**src/rtl/bcast_arb_pkg.sv**
```systemverilog
// Shared definitions for the broadcast-entry arbiter: sequencer state encoding
// and the width helper used for pointer, gap and drain counters.
package bcast_arb_pkg;

  typedef enum logic [1:0] {
    ST_IDLE = 2'd0,
    ST_SEND = 2'd1,
    ST_GAP  = 2'd2
  } state_e;

  // Bits needed to index `value` items; never less than one bit.
  function automatic int clog2(input int value);
    int width;
    width = 1;
    for (int i = 1; i < 31; i++) begin
      width = (int'(32'd1 << i) < value) ? (i + 1) : width;
    end
    return width;
  endfunction

endpackage

```
**src/rtl/bcast_arb_rr_pick.sv**
```systemverilog
// Combinational round-robin select: first set request at or above ptr_i,
// wrapping, returned both one-hot and as an index.
module rr_pick
  import bcast_arb_pkg::*;
#(
  parameter int N_REQ = 4,
  parameter int PW    = clog2(N_REQ)
) (
  input  logic [N_REQ-1:0] req_i,
  input  logic [PW-1:0]    ptr_i,
  output logic [N_REQ-1:0] sel_o,
  output logic [PW-1:0]    idx_o,
  output logic             valid_o
);

  logic [PW:0] pos_s;
  logic        hit_s;

  // Walk requesters starting at the pointer; the first hit wins.
  always_comb begin
    sel_o   = '0;
    idx_o   = '0;
    valid_o = 1'b0;
    pos_s   = '0;
    hit_s   = 1'b0;
    for (int i = 0; i < N_REQ; i++) begin
      pos_s = {1'b0, ptr_i} + (PW + 1)'(i);
      pos_s = (pos_s >= (PW + 1)'(N_REQ)) ? (pos_s - (PW + 1)'(N_REQ)) : pos_s;
      hit_s = ~valid_o & req_i[pos_s[PW-1:0]];
      sel_o[pos_s[PW-1:0]] = sel_o[pos_s[PW-1:0]] | hit_s;
      idx_o   = hit_s ? pos_s[PW-1:0] : idx_o;
      valid_o = valid_o | hit_s;
    end
  end

endmodule

```
**src/rtl/bcast_arb.sv**
```systemverilog
// Round-robin arbiter and packet sequencer in front of the broadcast network;
// streams one length-framed packet per grant and tracks network drain.
module bcast_arb
  import bcast_arb_pkg::*;
#(
  parameter int N_REQ       = 4,
  parameter int BCAST_WIDTH = 16,
  parameter int LEN_WIDTH   = 8,
  parameter int NET_DEPTH   = 4,
  parameter int GAP         = 1
) (
  input  logic                         CLK,
  input  logic                         reset,
  input  logic [N_REQ-1:0]             req,
  input  logic [N_REQ*LEN_WIDTH-1:0]   req_len,
  input  logic [N_REQ*BCAST_WIDTH-1:0] req_data,
  input  logic [N_REQ-1:0]             req_valid,
  output logic [N_REQ-1:0]             req_rd,
  output logic [N_REQ-1:0]             grant,
  output logic                         bcast_en,
  output logic [BCAST_WIDTH-1:0]       bcast_out,
  output logic                         pkt_start,
  output logic                         pkt_end,
  output logic                         idle
);

  localparam int PW = clog2(N_REQ);
  localparam int GW = clog2(GAP + 1);
  localparam int DW = clog2(NET_DEPTH + 1);
  localparam logic [GW-1:0] GAP_LAST  = (GAP > 0) ? GW'(GAP - 1) : '0;
  localparam logic [DW-1:0] DRAIN_MAX = DW'(NET_DEPTH);
  localparam logic [PW-1:0] PTR_MAX   = PW'(N_REQ - 1);

  function automatic logic [PW-1:0] ptr_after(input logic [PW-1:0] idx);
    return (idx == PTR_MAX) ? '0 : (idx + PW'(1));
  endfunction

  state_e                 state_q, state_d;
  logic [PW-1:0]          rr_ptr_q, rr_ptr_d;
  logic [PW-1:0]          sel_q, sel_d;
  logic [N_REQ-1:0]       grant_q, grant_d;
  logic [LEN_WIDTH-1:0]   len_q, len_d;
  logic [LEN_WIDTH-1:0]   word_q, word_d;
  logic [GW-1:0]          gap_q, gap_d;
  logic [DW-1:0]          drain_q, drain_d;
  logic                   bcast_en_q, bcast_en_d;
  logic [BCAST_WIDTH-1:0] bcast_out_q, bcast_out_d;
  logic                   pkt_start_q, pkt_start_d;
  logic                   pkt_end_q, pkt_end_d;
  logic                   idle_q, idle_d;

  logic [N_REQ-1:0]       pick_sel_s;
  logic [PW-1:0]          pick_idx_s;
  logic                   pick_valid_s;
  logic [LEN_WIDTH-1:0]   pick_len_s;
  logic [BCAST_WIDTH-1:0] sel_data_s;
  logic                   accept_s;
  logic                   last_s;

  rr_pick #(
    .N_REQ (N_REQ),
    .PW    (PW)
  ) u_rr_pick (
    .req_i   (req),
    .ptr_i   (rr_ptr_q),
    .sel_o   (pick_sel_s),
    .idx_o   (pick_idx_s),
    .valid_o (pick_valid_s)
  );

  assign pick_len_s = req_len[int'(pick_idx_s)*LEN_WIDTH +: LEN_WIDTH];
  assign sel_data_s = req_data[int'(sel_q)*BCAST_WIDTH +: BCAST_WIDTH];
  assign accept_s   = (state_q == ST_SEND) & req_valid[sel_q];
  assign last_s     = accept_s & (word_q == (len_q - LEN_WIDTH'(1)));
  assign req_rd     = (state_q == ST_SEND) ? (grant_q & req_valid) : '0;

  // Sequencer next state and registered-output staging.
  always_comb begin
    state_d     = state_q;
    rr_ptr_d    = rr_ptr_q;
    sel_d       = sel_q;
    grant_d     = grant_q;
    len_d       = len_q;
    word_d      = word_q;
    gap_d       = gap_q;
    bcast_en_d  = 1'b0;
    bcast_out_d = bcast_out_q;
    pkt_start_d = 1'b0;
    pkt_end_d   = 1'b0;
    case (state_q)
      ST_IDLE: begin
        grant_d = pick_sel_s;
        word_d  = '0;
        if (pick_valid_s) begin
          sel_d = pick_idx_s;
          len_d = pick_len_s;
          // An empty packet consumes its turn without touching the network.
          if (pick_len_s == '0) begin
            rr_ptr_d = ptr_after(pick_idx_s);
            state_d  = ST_IDLE;
          end else begin
            state_d = ST_SEND;
          end
        end else begin
          state_d = ST_IDLE;
        end
      end
      ST_SEND: begin
        bcast_en_d  = accept_s;
        bcast_out_d = accept_s ? sel_data_s : bcast_out_q;
        pkt_start_d = accept_s & (word_q == '0);
        pkt_end_d   = last_s;
        word_d      = accept_s ? (word_q + LEN_WIDTH'(1)) : word_q;
        if (last_s) begin
          rr_ptr_d = ptr_after(sel_q);
          grant_d  = '0;
          gap_d    = '0;
          state_d  = (GAP == 0) ? ST_IDLE : ST_GAP;
        end else begin
          state_d = ST_SEND;
        end
      end
      ST_GAP: begin
        if (gap_q == GAP_LAST) begin
          gap_d   = '0;
          state_d = ST_IDLE;
        end else begin
          gap_d   = gap_q + GW'(1);
          state_d = ST_GAP;
        end
      end
      default: begin
        grant_d = '0;
        state_d = ST_IDLE;
      end
    endcase
  end

  // Drain counter saturates once the last word has cleared every hop.
  always_comb begin
    drain_d = bcast_en_q ? '0 : ((drain_q == DRAIN_MAX) ? drain_q : (drain_q + DW'(1)));
    idle_d  = (state_q == ST_IDLE) & (drain_q == DRAIN_MAX) & ~(|req);
  end

  // State and output registers with synchronous reset.
  always_ff @(posedge CLK) begin
    if (reset) begin
      state_q     <= ST_IDLE;
      rr_ptr_q    <= '0;
      sel_q       <= '0;
      grant_q     <= '0;
      len_q       <= '0;
      word_q      <= '0;
      gap_q       <= '0;
      drain_q     <= '0;
      bcast_en_q  <= 1'b0;
      bcast_out_q <= '0;
      pkt_start_q <= 1'b0;
      pkt_end_q   <= 1'b0;
      idle_q      <= 1'b0;
    end else begin
      state_q     <= state_d;
      rr_ptr_q    <= rr_ptr_d;
      sel_q       <= sel_d;
      grant_q     <= grant_d;
      len_q       <= len_d;
      word_q      <= word_d;
      gap_q       <= gap_d;
      drain_q     <= drain_d;
      bcast_en_q  <= bcast_en_d;
      bcast_out_q <= bcast_out_d;
      pkt_start_q <= pkt_start_d;
      pkt_end_q   <= pkt_end_d;
      idle_q      <= idle_d;
    end
  end

  assign grant     = grant_q;
  assign bcast_en  = bcast_en_q;
  assign bcast_out = bcast_out_q;
  assign pkt_start = pkt_start_q;
  assign pkt_end   = pkt_end_q;
  assign idle      = idle_q;

endmodule

```
**config.mk**
```make
export PLATFORM = sky130hd
export DESIGN_NAME = bcast_arb
export DESIGN_NICKNAME = d
export VERILOG_FILES = /design/src/rtl/bcast_arb_pkg.sv /design/src/rtl/bcast_arb_rr_pick.sv /design/src/rtl/bcast_arb.sv
export SDC_FILE = /design/constraint.sdc
export NUM_CORES = 1
export LEC_CHECK = 0
export BUFFER_PORTS_ARGS = -buffer_cell sky130_fd_sc_hd__buf_2
export CORE_ASPECT_RATIO = 0.75
export CORE_MARGIN = 2
export CORE_UTILIZATION = 25
export DETAILED_ROUTE_END_ITERATION = 12
export PLACE_DENSITY = 0.58
export SLEW_MARGIN = 20
export SYNTH_ARGS = -nofsm -noshare
export SYNTH_HDL_FRONTEND = slang
export SYNTH_SLANG_ARGS = --single-unit
```
**constraint.sdc**
```tcl
create_clock -name CLK -period 3 [get_ports CLK]
set_input_delay 0.45 -clock CLK [delete_from_list [all_inputs] [get_ports CLK]]
set_output_delay 0.45 -clock CLK [all_outputs]
set_load 0.02 [all_outputs]
```
==> results.cfg <==
[run_status]
status = finished clean

[global_routing]
global_route.overflow_total = 0
grt.total_usage = 0.138
first_global_vias = 3637
wire_length_of_the_first_global_routing_pass_um = 18200
grt_max_degree = 33
antenna_found_initial = 0

[timing]
timing_worst_slew_pin_value_ns = 0.523
final-max-slew-violation-count = 0
final.period_utilization = 0.955
slew_headroom = 0.648
total_of_endpoints_with_negative_setup_slack_in_the_final_report = 0
final.setup.tns_ns = 0
post-route-worst-setup-slack_ns = 0.135
finalWorstPathRequiredPeriod_ns = 2.87
timing_hold_violations_final = 0
achievable-frequency_mhz = 349
timing.clock.skew_ns = 0.00718

[die]
die_area_mm2 = 0.0161
die_h_um = 110
floorplan.io_pins = 134
core_region_area_mm2 = 0.0146
die_w_um = 146
core.rowCount = 38
starting_utilization_of_the_core_area = 0.258

[placement]
dp_hpwl_um = 8910
place_ws_ns = 0.0585
postPlaceCellArea_mm2 = 0.00470
globalplace.congestion = 0.877
io_buffers = 133

[drt]
antenna_violating_nets_post_route = 0
post_drt_wl_per_cell_um = 15.2
drt_first_pass_iters = 4
route.detailed.drc = 0
vias_per_cell = 5.05
first_iter_violations = 209
via_count = 3818
route.final.wire_length_um = 11500

[critical_path]
endpoint_kind = flip-flop
regToRegStartpoint = rr_ptr_q[0]$_SDFFE_PP0P_
worst_setup_path_start_kind = flip-flop
worst_ep_arrival_time_ns = 3.04
r2r_slack_ns = 0.13
reg2regPathDepth = 8
crit-reg2reg-capture = rr_ptr_q[1]$_SDFFE_PP0P_
timing.critical_path.required_ns = 3.17
timing.setup.critical_path_class = reg2reg
worstPathMaxFanout = 20

[clock_network]
ctsHoldBuffers = 0
clkSinkCount = 49
cts_buffer_depth = 2
cts.clk_slew.worst_paths_ns = 0.07
clk_latency_ns = 0.29
post_cts_buffers = 0
cts_tree = built
cts.root.buffer_cell = sky130_fd_sc_hd__clkbuf_16
cts_htree_levels = 2
cts_made_buffers = 5

[synth]
ys_ff_latch = 49
post_synth_edffs = 0
synth_async_sr_flop_share = 0
yosys_warnings = 0
synth.avg_cell_area_um2 = 8.73
syn-instance-count = 431
ys_dominant_reg_cell = sky130_fd_sc_hd__dfxtp_1
number_of_distinct_library_cells_after_synthesis = 61
synth-seq-area-share = 0.261
syn-cell-area_mm2 = 0.00376
synth_fp_nets = 547

[pwr]
power.leakage_nw = 2.03
power.density_cell_area_mw_per_mm2 = 854
vdd.ir_drop.worst_mv = 0.283
fin_total_pwr_mw = 4.16

[layout]
most-common-layout-cells = sky130_fd_sc_hd__buf_2 (133), sky130_fd_sc_hd__nand2_1 (61), sky130_fd_sc_hd__dfxtp_1 (48)
fillCellCount = 1511
n_antenna_cell = 0
area_growth_pct = 29.6
most_common_cell_after_layout_fill_and_taps_aside = sky130_fd_sc_hd__buf_2
num-nets-final = 671
sequential_cell_area_um2 = 982
multiInputGateArea_mm2 = 0.00261
final_core_utilization = 0.334
finalInstanceArea_mm2 = 0.00487
layout-drive-gt1-share = 0.376

[hold_path]
hold_path.startpoint = bcast_out[10]$_SDFFE_PP0P_
timing.hold.worst_endpoint = bcast_out[10]$_SDFFE_PP0P_
worst_hold_path.num_cells = 2
holdCritPathClass = reg2reg

[run]
number_of_violations_of_the_max_capacitance_limit = 0
==> final cells by class <==
type                    instances  share of cell area
clock buffers                   7              0.0313
clock inverters                 1             0.00180
inverters                      12             0.00924
multi-input cells             335               0.536
flip-flops and latches         49               0.202
well taps                     200              0.0513
repair buffers                152               0.169
==> metrics by stage <==
stage	hold slack [ns]	instances
after global routing	0.478	756
final	0.451	756
after detailed placement	0.444	748
after global placement	0.441	748
after floorplan	0.461	431
after CTS	0.454	756
==> worst max-delay path, stage by stage (launching register included) <==
cell and delay, ns:
sky130_fd_sc_hd__dfxtp_2 0.37, sky130_fd_sc_hd__buf_12 0.17, sky130_fd_sc_hd__mux4_2 0.65, sky130_fd_sc_hd__nor4b_4 0.40, sky130_fd_sc_hd__a2111oi_4 0.07, sky130_fd_sc_hd__a31oi_4 0.26
sky130_fd_sc_hd__nor2_1 0.09, sky130_fd_sc_hd__a221oi_2 0.37, sky130_fd_sc_hd__mux2_1 0.37
==> kinds of logic after synthesis <==
family,share of synthesized area
flip-flops,0.261
buffers and inverters,0.0572
AND/OR/NAND/NOR,0.232
XOR/XNOR,0.0233
multiplexers,0.230
adder cells (fa/ha/maj),0.0333
AO/OA/AOI/OAI,0.163
==> cells in the mapped netlist (all sizes together), types with 3 or more instances <==
master  number  area share
a221oi       4       0.011
inv         12       0.012
mux4        22        0.13
o221ai       3      0.0070
and3         7       0.012
a21oi       31       0.041
nand3b       6       0.012
mux2        13       0.040
mux2i       22       0.059
o21ai        9       0.012
a31oi        5       0.012
nor2b        9       0.015
xnor2        6       0.014
xor2         4      0.0093
nand3       10       0.013
nor3        19       0.027
dfxtp       49        0.26
clkbuf      21       0.021
nor4b        6       0.020
or3          3      0.0050
buf         14       0.024
nand2       61       0.061
o22ai        9       0.015
a22oi        3      0.0060
nor4        11       0.018
ha          10       0.033
nor2        25       0.026
o21bai       3      0.0060
nand2b       3      0.0050
a221o        4       0.011
==> sequential cells by signal, indices dropped and copies added, names as in the netlist <==
register / cells
pkt_end: 1
bcast_en: 1
sel_q: 2
rr_ptr_q: 2
grant: 4
drain_q: 3
bcast_out: 16
idle: 1
word_q: 8
state_q: 2
len_q: 8
pkt_start: 1
==> layer usage <==
| metal | share of wire | vias up | GRT usage |
|---|---|---|---|
| met5 | 0 | - | 0 |
| met4 | 0.0067 | 0 | 0.0189 |
| met3 | 0.058 | 12 | 0.0292 |
| met2 | 0.46 | 120 | 0.225 |
| met1 | 0.48 | 1825 | 0.195 |
| li1 | - | 1861 | - |
==> power by group <==
group	switching (mW)	internal, mW
clock	0.254	0.358
combinational	1.36	1.27
sequential	0.133	0.787
total	1.74	2.42
==> worst max-delay path by stage <==
stage | cells after the start | start | slack [ns] | endpoint
floorplan | 12 | rr_ptr_q[0]$_SDFFE_PP0P_ | 0.004 | grant[0]$_SDFFE_PP0P_
finish | 8 | rr_ptr_q[0]$_SDFFE_PP0P_ | 0.13 | rr_ptr_q[1]$_SDFFE_PP0P_
global placement | 9 | req[3] | 0.18 | len_q[7]$_SDFFE_PP0P_
detailed placement | 9 | req[3] | 0.06 | len_q[0]$_SDFFE_PP0P_
global route | 9 | rr_ptr_q[0]$_SDFFE_PP0P_ | -0.02 | grant[0]$_SDFFE_PP0P_
CTS | 10 | rr_ptr_q[0]$_SDFFE_PP0P_ | 0.04 | len_q[0]$_SDFFE_PP0P_
==> timing repair <==
action,CTS,global route
gates resized for setup,0,3
setup endpoints to repair,0,13
hold endpoints to repair,0,0
Power figures use the tool's default switching activity.
